`src/rtl/sos_pkg.sv`:
```
// Shared types, constants and the round-robin pick helper for the swing scheduler slice.
package sos_pkg;

    localparam int unsigned SOS_W         = 4;
    localparam int unsigned SOS_DP_LAT    = 1;
    localparam int unsigned SOS_SCHED_LAT = 3;
    localparam int unsigned SOS_MAX_REQ   = 8;
    localparam int unsigned SOS_ID_W      = 3;

    typedef struct packed {
        logic [SOS_ID_W-1:0] id;
        logic [SOS_W-1:0]    a;
        logic [SOS_W-1:0]    b;
        logic [SOS_W-1:0]    and_r;
    } sos_rsp_t;

    typedef struct packed {
        logic                hit;
        logic [SOS_ID_W-1:0] idx;
    } sos_pick_t;

    // First set bit of eligible searching upward from ptr+1, wrapping at n.
    function automatic sos_pick_t rr_pick(input logic [SOS_MAX_REQ-1:0] eligible,
                                          input logic [SOS_ID_W-1:0]    ptr,
                                          input int unsigned            n);
        sos_pick_t   r;
        int unsigned k;
        r = '0;
        for (int unsigned i = 1; i <= SOS_MAX_REQ; i++) begin
            k = (32'(ptr) + i) % n;
            if (i <= n && !r.hit && eligible[SOS_ID_W'(k)]) begin
                r.hit = 1'b1;
                r.idx = SOS_ID_W'(k);
            end
        end
        return r;
    endfunction

endpackage

```
`src/rtl/swing_scheduler_if.sv`:
```
// Request, datapath and response bundle between clients and the swing scheduler.
interface swing_scheduler_if #(
    parameter int unsigned W       = 4,
    parameter int unsigned NUM_REQ = 4,
    parameter int unsigned IDW     = 2
);
    logic [NUM_REQ-1:0]   req_valid;
    logic [NUM_REQ-1:0]   req_ready;
    logic [NUM_REQ*W-1:0] req_a;
    logic [NUM_REQ*W-1:0] req_b;
    logic [NUM_REQ*W-1:0] req_c;
    logic [W-1:0]         dp_a;
    logic [W-1:0]         dp_b;
    logic [W-1:0]         dp_c;
    logic [W-1:0]         dp_ao;
    logic [W-1:0]         dp_bo;
    logic [W-1:0]         dp_ando;
    logic                 rsp_valid;
    logic                 rsp_ready;
    logic [IDW-1:0]       rsp_id;
    logic [W-1:0]         rsp_a;
    logic [W-1:0]         rsp_b;
    logic [W-1:0]         rsp_and;

    modport master (
        output req_valid, req_a, req_b, req_c, rsp_ready, dp_ao, dp_bo, dp_ando,
        input  req_ready, dp_a, dp_b, dp_c, rsp_valid, rsp_id, rsp_a, rsp_b, rsp_and
    );

    modport slave (
        input  req_valid, req_a, req_b, req_c, rsp_ready, dp_ao, dp_bo, dp_ando,
        output req_ready, dp_a, dp_b, dp_c, rsp_valid, rsp_id, rsp_a, rsp_b, rsp_and
    );
endinterface

```
`src/rtl/swing_rsp_fifo.sv`:
```
// Response FIFO with a registered head that holds its last value while empty.
module swing_rsp_fifo
    import sos_pkg::*;
#(
    parameter int unsigned DEPTH = 4
) (
    input  logic                   clk,
    input  logic                   reset,
    input  logic                   push,
    input  sos_rsp_t               push_data,
    input  logic                   pop,
    output logic                   valid,
    output sos_rsp_t               head,
    output logic [$clog2(DEPTH):0] count
);
    localparam int unsigned AW = $clog2(DEPTH);
    localparam int unsigned CW = AW + 1;

    sos_rsp_t      mem [DEPTH];
    logic [AW-1:0] wr_ptr;
    logic [AW-1:0] rd_ptr;
    logic          do_pop;
    logic [CW-1:0] count_n;

    always_comb begin
        do_pop  = pop && valid;
        count_n = count + CW'(push) - CW'(do_pop);
    end

    always_ff @(posedge clk) begin
        if (push) begin
            mem[wr_ptr] <= push_data;
        end
    end

    // Head is refreshed from the incoming entry when it becomes the oldest one.
    always_ff @(posedge clk) begin
        if (!reset) begin
            wr_ptr <= '0;
            rd_ptr <= '0;
            count  <= '0;
            valid  <= 1'b0;
            head   <= '0;
        end else begin
            if (push) begin
                wr_ptr <= wr_ptr + 1'b1;
            end
            if (do_pop) begin
                rd_ptr <= rd_ptr + 1'b1;
            end
            count <= count_n;
            valid <= (count_n != '0);
            if (count_n != '0) begin
                if (!valid || (do_pop && count == CW'(1))) begin
                    head <= push_data;
                end else if (do_pop) begin
                    head <= mem[rd_ptr + 1'b1];
                end
            end
        end
    end

    always_ff @(posedge clk) begin
        if (reset) begin
            assert (!(push && count == CW'(DEPTH)));
        end
    end
endmodule

```
`src/rtl/swing_scheduler.sv`:
```
// Round-robin arbiter sharing one sultans_of_swing datapath, with credit-protected tagged responses.
module swing_scheduler
    import sos_pkg::*;
#(
    parameter int unsigned W          = SOS_W,
    parameter int unsigned NUM_REQ    = 4,
    parameter int unsigned IDW        = 2,
    parameter int unsigned FIFO_DEPTH = 4
) (
    input  logic               clk,
    input  logic               reset,
    input  logic               cfg_enable,
    input  logic [NUM_REQ-1:0] cfg_mask,
    swing_scheduler_if.slave   bus,
    output logic               busy
);
    localparam int unsigned CW = $clog2(FIFO_DEPTH) + 1;

    logic [NUM_REQ-1:0] eligible;
    logic [1:0]         inflight;
    logic               can_issue;
    logic               accept;
    sos_pick_t          pick;
    logic [IDW-1:0]     grant_id;
    logic [W-1:0]       op_a;
    logic [W-1:0]       op_b;
    logic [W-1:0]       op_c;
    logic [IDW-1:0]     ptr;
    logic               s1_v;
    logic [IDW-1:0]     s1_id;
    logic               s2_v;
    logic [IDW-1:0]     s2_id;
    logic [CW-1:0]      fifo_count;
    logic               fifo_valid;
    sos_rsp_t           push_data;
    sos_rsp_t           head;

    // Grant selection: credit covers both FIFO occupancy and results still in the pipe.
    always_comb begin
        eligible      = bus.req_valid & ~cfg_mask;
        inflight      = {1'b0, s1_v} + {1'b0, s2_v};
        can_issue     = cfg_enable && ((32'(fifo_count) + 32'(inflight)) < FIFO_DEPTH);
        pick          = rr_pick(SOS_MAX_REQ'(eligible), SOS_ID_W'(ptr), NUM_REQ);
        accept        = can_issue && pick.hit;
        grant_id      = IDW'(pick.idx);
        bus.req_ready = '0;
        if (accept) begin
            bus.req_ready[grant_id] = 1'b1;
        end
        op_a = '0;
        op_b = '0;
        op_c = '0;
        for (int unsigned i = 0; i < NUM_REQ; i++) begin
            if (bus.req_ready[i]) begin
                op_a = bus.req_a[i*W +: W];
                op_b = bus.req_b[i*W +: W];
                op_c = bus.req_c[i*W +: W];
            end
        end
    end

    always_ff @(posedge clk) begin
        if (!reset) begin
            bus.dp_a <= '0;
            bus.dp_b <= '0;
            bus.dp_c <= '0;
            s1_v     <= 1'b0;
            s1_id    <= '0;
            s2_v     <= 1'b0;
            s2_id    <= '0;
            ptr      <= IDW'(NUM_REQ - 1);
        end else begin
            s1_v  <= accept;
            s2_v  <= s1_v;
            s2_id <= s1_id;
            if (accept) begin
                bus.dp_a <= op_a;
                bus.dp_b <= op_b;
                bus.dp_c <= op_c;
                s1_id    <= grant_id;
                ptr      <= grant_id;
            end
        end
    end

    // Stage 2 lines up with the datapath outputs for the operands issued two cycles earlier.
    always_comb begin
        push_data = '{id:    SOS_ID_W'(s2_id),
                      a:     SOS_W'(bus.dp_ao),
                      b:     SOS_W'(bus.dp_bo),
                      and_r: SOS_W'(bus.dp_ando)};
    end

    swing_rsp_fifo #(
        .DEPTH(FIFO_DEPTH)
    ) u_rsp_fifo (
        .clk       (clk),
        .reset     (reset),
        .push      (s2_v),
        .push_data (push_data),
        .pop       (bus.rsp_ready),
        .valid     (fifo_valid),
        .head      (head),
        .count     (fifo_count)
    );

    assign bus.rsp_valid = fifo_valid;
    assign bus.rsp_id    = IDW'(head.id);
    assign bus.rsp_a     = W'(head.a);
    assign bus.rsp_b     = W'(head.b);
    assign bus.rsp_and   = W'(head.and_r);
    assign busy          = s1_v || s2_v || fifo_valid;
endmodule

```
`src/flat_wrapper.sv`:
```
// flat-port wrapper written by rule: the top's interface ports become plain ports
module swing_scheduler_flat import sos_pkg::*;
#(
    parameter int unsigned W          = SOS_W,
    parameter int unsigned NUM_REQ    = 4,
    parameter int unsigned IDW        = 2,
    parameter int unsigned FIFO_DEPTH = 4
)
  (clk, reset, cfg_enable, cfg_mask, busy, bus_req_valid, bus_req_a, bus_req_b, bus_req_c, bus_rsp_ready, bus_dp_ao, bus_dp_bo, bus_dp_ando, bus_req_ready, bus_dp_a, bus_dp_b, bus_dp_c, bus_rsp_valid, bus_rsp_id, bus_rsp_a, bus_rsp_b, bus_rsp_and);
  swing_scheduler_if #(.W(W), .NUM_REQ(NUM_REQ), .IDW(IDW)) bus_i ();
  input  logic clk;
  input  logic reset;
  input  logic cfg_enable;
  input  logic [NUM_REQ-1:0] cfg_mask;
  output logic busy;
  input wire logic [$bits(bus_i.req_valid)-1:0] bus_req_valid;
  input wire logic [$bits(bus_i.req_a)-1:0] bus_req_a;
  input wire logic [$bits(bus_i.req_b)-1:0] bus_req_b;
  input wire logic [$bits(bus_i.req_c)-1:0] bus_req_c;
  input wire logic [$bits(bus_i.rsp_ready)-1:0] bus_rsp_ready;
  input wire logic [$bits(bus_i.dp_ao)-1:0] bus_dp_ao;
  input wire logic [$bits(bus_i.dp_bo)-1:0] bus_dp_bo;
  input wire logic [$bits(bus_i.dp_ando)-1:0] bus_dp_ando;
  output wire logic [$bits(bus_i.req_ready)-1:0] bus_req_ready;
  output wire logic [$bits(bus_i.dp_a)-1:0] bus_dp_a;
  output wire logic [$bits(bus_i.dp_b)-1:0] bus_dp_b;
  output wire logic [$bits(bus_i.dp_c)-1:0] bus_dp_c;
  output wire logic [$bits(bus_i.rsp_valid)-1:0] bus_rsp_valid;
  output wire logic [$bits(bus_i.rsp_id)-1:0] bus_rsp_id;
  output wire logic [$bits(bus_i.rsp_a)-1:0] bus_rsp_a;
  output wire logic [$bits(bus_i.rsp_b)-1:0] bus_rsp_b;
  output wire logic [$bits(bus_i.rsp_and)-1:0] bus_rsp_and;
  assign bus_i.req_valid = bus_req_valid;
  assign bus_i.req_a = bus_req_a;
  assign bus_i.req_b = bus_req_b;
  assign bus_i.req_c = bus_req_c;
  assign bus_i.rsp_ready = bus_rsp_ready;
  assign bus_i.dp_ao = bus_dp_ao;
  assign bus_i.dp_bo = bus_dp_bo;
  assign bus_i.dp_ando = bus_dp_ando;
  assign bus_req_ready = bus_i.req_ready;
  assign bus_dp_a = bus_i.dp_a;
  assign bus_dp_b = bus_i.dp_b;
  assign bus_dp_c = bus_i.dp_c;
  assign bus_rsp_valid = bus_i.rsp_valid;
  assign bus_rsp_id = bus_i.rsp_id;
  assign bus_rsp_a = bus_i.rsp_a;
  assign bus_rsp_b = bus_i.rsp_b;
  assign bus_rsp_and = bus_i.rsp_and;
  swing_scheduler #(.W(W), .NUM_REQ(NUM_REQ), .IDW(IDW), .FIFO_DEPTH(FIFO_DEPTH)) u_core (.clk(clk), .reset(reset), .cfg_enable(cfg_enable), .cfg_mask(cfg_mask), .bus(bus_i), .busy(busy));
endmodule
```
`config.mk`:
```
export PLATFORM = sky130hd
export DESIGN_NAME = swing_scheduler_flat
export DESIGN_NICKNAME = d
export VERILOG_FILES = /design/src/rtl/sos_pkg.sv /design/src/rtl/swing_scheduler_if.sv /design/src/rtl/swing_rsp_fifo.sv /design/src/rtl/swing_scheduler.sv /design/src/flat_wrapper.sv
export SDC_FILE = /design/constraint.sdc
export NUM_CORES = 1
export LEC_CHECK = 0
export ABC_CLOCK_PERIOD_IN_PS = 3200
export CAP_MARGIN = 10
export CORE_MARGIN = 2
export CORE_UTILIZATION = 45
export CTS_CLUSTER_SIZE = 16
export DETAILED_ROUTE_END_ITERATION = 7
export PLACE_DENSITY = 0.83
export SETUP_SLACK_MARGIN = 0.15
export SLEW_MARGIN = 15
export SYNTH_ARGS = -nofsm -noshare
export SYNTH_HDL_FRONTEND = slang
export SYNTH_SLANG_ARGS = --single-unit
```
`constraint.sdc`:
```
create_clock -name clk -period 3.2 [get_ports clk]
set_input_delay 0.48 -clock clk [delete_from_list [all_inputs] [get_ports clk]]
set_output_delay 0.48 -clock clk [all_outputs]
set_load 0.03 [all_outputs]
```
==> results.toml <==
[synthesis]
yosysTopAreaCell = "edfxtp_1"
ys_ff_latch = 98
synth_flop_cell = "edfxtp_1"
synthArstFlopShare = 0
synth_top_area_share = 0.358
synth_edf_count = 56
avgSynthCellArea_um2 = 12.7
synthCells = 369
synthesis.area_mm2 = 0.00470
syn_nets = 450
ys_seq_area_frac = 0.536
synth_area_leaders = "edfxtp_1, dfxtp_1, mux4_2"
yosysUniqueCellTypes = 53
yosysWarnings = 0

[sta]
setup_viol = 0
timing.final.crit_share = 0.888
relSlewSlack = 0.447
hold_viol_final = 0
final.min_clock_period_ns = 2.84
clock.fmax_mhz = 352
drv_slew = 0
finalSetupTns_ns = 0
final.setup.worst_slack_ns = 0.359
tightestPinTransition_ns = 0.828
rsz0062_at_grt = "false"
skew_ns = 0.00632

[worst_hold_path]
min_from = "u_core.s1_id[1]$_SDFFE_PN0P_"
hp-class = "reg2reg"
hold_end = "u_core.s2_id[1]$_SDFF_PN0_"
whs_path_depth = 1

[cells_and_area]
multi_input_area_mm2 = 0.00199
antennaDiodeCount = 0
most-common-layout-cells = "clkdlybuf4s50_1, edfxtp_1, dfxtp_1, and2_1, o21ai_0"
fill_cells = 809
drive_gt1_frac = 0.141
final_common_cell = "clkdlybuf4s50_1"
final_nets = 551
area_delta_synth_final_pct = 29.4
layout.cells.non_filler = 611
seq_area_mm2 = 0.00252

[die]
num_io_pins = 104
start_util = 0.460
rows = 37
die_area_mm2 = 0.0113
die_h_um = 106
core_mm2 = 0.0102
die_w_um = 106

[drt]
routed_via_density = 5.72
vias = 3495
drt_wl_total_mm = 11.2
dr.pass1.iters = 4
drt_iter0_drc = 142
wl_per_cell_um = 18.3
route.detailed.drc = 0
drtAntennaViolNets = 0

[critical_path]
cp_max_fo = 7
start_kind = "primary input"
crit_chain = "clkdlybuf4s50_1 > nand2b_1 > nand2_1 > and4_1 > buf_4 > and3_1 > buf_4"
cpLargestDelayFamily = "simple AND/OR/NAND/NOR gates"
reg2reg_from = "u_core.u_rsp_fifo.valid$_SDFF_PN0_"
rr_worst_depth = 10
required_ns = 2.72
cp_common_cell = "buf_4"
critPathMaxStageDelay_ns = 0.47
endpoint_kind = "primary output"
worstPathBufferInverterCount = 3
r2r-end = "u_core.u_rsp_fifo.head[11]$_SDFFE_PN0P_"
rrSetupSlack_ns = 0.39
worstPathArrival_ns = 2.36
critPathSlowestCell = "clkdlybuf4s50_1"
crit_type = "in2out"

[clocking]
cts_made_buffers = 9
cts_max_level = 3
clockBufferDepth = 2
postCtsSetupBuffers = 0
hold_buffers = 0
clk_pin_slew_ns = 0.09
clock_latency_ns = 0.36
cts_tree = "done"
root_buffer = "clkbuf_8"
cts_sinks = 98

[power]
p_per_area_mw_per_mm2 = 641
vdd_drop_max_mv = 0.380
p_leak_nw = 2.28

[global_route]
grt_pass1_vias = 3394
grt_pass1_wl_mm = 17.3
antenna_found_initial = 0
grt_overflow = 0
grt_util_all_layers = 0.200
grt_start_max_net_pins = 43

[job]
max-cap-violations = 0

[place]
dp_hpwl_mm = 7.58
place_congestion = 0.865
dp.cells = 594
io_buffer_count = 103
post-place-ws_ns = -0.390

[status]
status = "complete, no violations"
==> layer usage <==
layer | GRT usage | wire (um) | vias to the layer above
met5 | 0 | 0 | -
met1 | 0.246 | 4750 | 1714
met2 | 0.337 | 5480 | 139
met4 | 0.0667 | 139 | 0
met3 | 0.0589 | 786 | 9
li1 | - | - | 1633
==> kinds of logic (layout without fill, tap and decap cells) <==
logic type                 count (synthesis)  after routing  share of synthesized area
and+or+nand+nor                           74             74                     0.0889
muxes                                     30             30                      0.101
buffers and inverters                     48            153                     0.0468
adders and majority gates                  9              9                     0.0255
DFF                                       98             98                      0.536
AOI/OAI and AO/OA                        106            107                      0.194
xor gates and xnor gates                   4              4                    0.00745
==> per-stage QoR <==
| stage | utilization | cell area [um^2] | hold slack (ns) | total power [mW] |
|---|---|---|---|---|
| finish | 0.595 | 6080 | 0.465 | 3.90 |
| detailed placement | 0.573 | 5860 | 0.449 | 3.06 |
| floorplan | - | 4700 | 0.430 | 2.54 |
| global route | 0.595 | 6080 | 0.496 | 4.11 |
| CTS | 0.593 | 6060 | 0.470 | 3.87 |
| global placement | 0.573 | 5860 | 0.444 | 3.01 |
==> sequential cells by signal, indices dropped and copies added (netlist names) <==
register	flops
u_core.bus.dp_b	4
u_core.s2_id	2
u_core.u_rsp_fifo.head	14
u_core.bus.dp_a	4
u_core.s1_id	2
u_core.ptr	2
u_core.u_rsp_fifo.rd_ptr	2
u_core.u_rsp_fifo.valid	1
u_core.u_rsp_fifo.mem	56
u_core.s2_v	1
u_core.bus.dp_c	4
u_core.s1_v	1
u_core.u_rsp_fifo.count	3
u_core.u_rsp_fifo.wr_ptr	2
==> worst max-delay path by stage <==
| stage | startpoint | to | slack [ns] | cells past startpoint |
|---|---|---|---|---|
| after floorplan | u_core.u_rsp_fifo.valid$_SDFF_PN0_ | u_core.u_rsp_fifo.head[10]$_SDFFE_PN0P_ | 0.35 | 12 |
| after global placement | bus_rsp_ready | u_core.u_rsp_fifo.head[9]$_SDFFE_PN0P_ | -0.21 | 12 |
| after detailed placement | bus_rsp_ready | u_core.u_rsp_fifo.head[11]$_SDFFE_PN0P_ | -0.39 | 12 |
| after CTS | u_core.u_rsp_fifo.count[0]$_SDFF_PN0_ | bus_req_ready[3] | 0.24 | 7 |
| after global routing | cfg_mask[3] | bus_req_ready[0] | 0.26 | 7 |
| final | cfg_mask[3] | bus_req_ready[2] | 0.36 | 7 |
==> cell usage after synthesis (10+ instances only) <==
cell type / number
inv_1: 18
o21ai_0: 24
o211a_1: 15
and2_1: 26
a2111oi_1: 10
a211oi_1: 12
mux2i_1: 16
a221oi_1: 12
clkbuf_1: 16
mux4_2: 14
nand2_1: 22
dfxtp_1: 42
edfxtp_1: 56
==> what timing repair did <==
item                                    CTS  global route
endpoints found under the setup margin   14             5
endpoints found under the hold margin     0             0
gates cloned                              0             1
gates resized for setup                   1             2
==> power breakdown <==
group | switching [mW] | internal, mW
logic | 0.832 | 0.656
clock network | 0.437 | 0.364
registers | 0.139 | 1.48
==> final cells by class <==
| cell class | instances | area share |
|---|---|---|
| clock buffer | 10 | 0.0210 |
| sequential | 98 | 0.415 |
| clock inverter | 6 | 0.0109 |
| tap | 136 | 0.0280 |
| timing repair buffer | 118 | 0.186 |
| multi-input combinational | 224 | 0.328 |
| inverter | 19 | 0.0117 |
No activity file was read; power rests on OpenSTA's default activity.
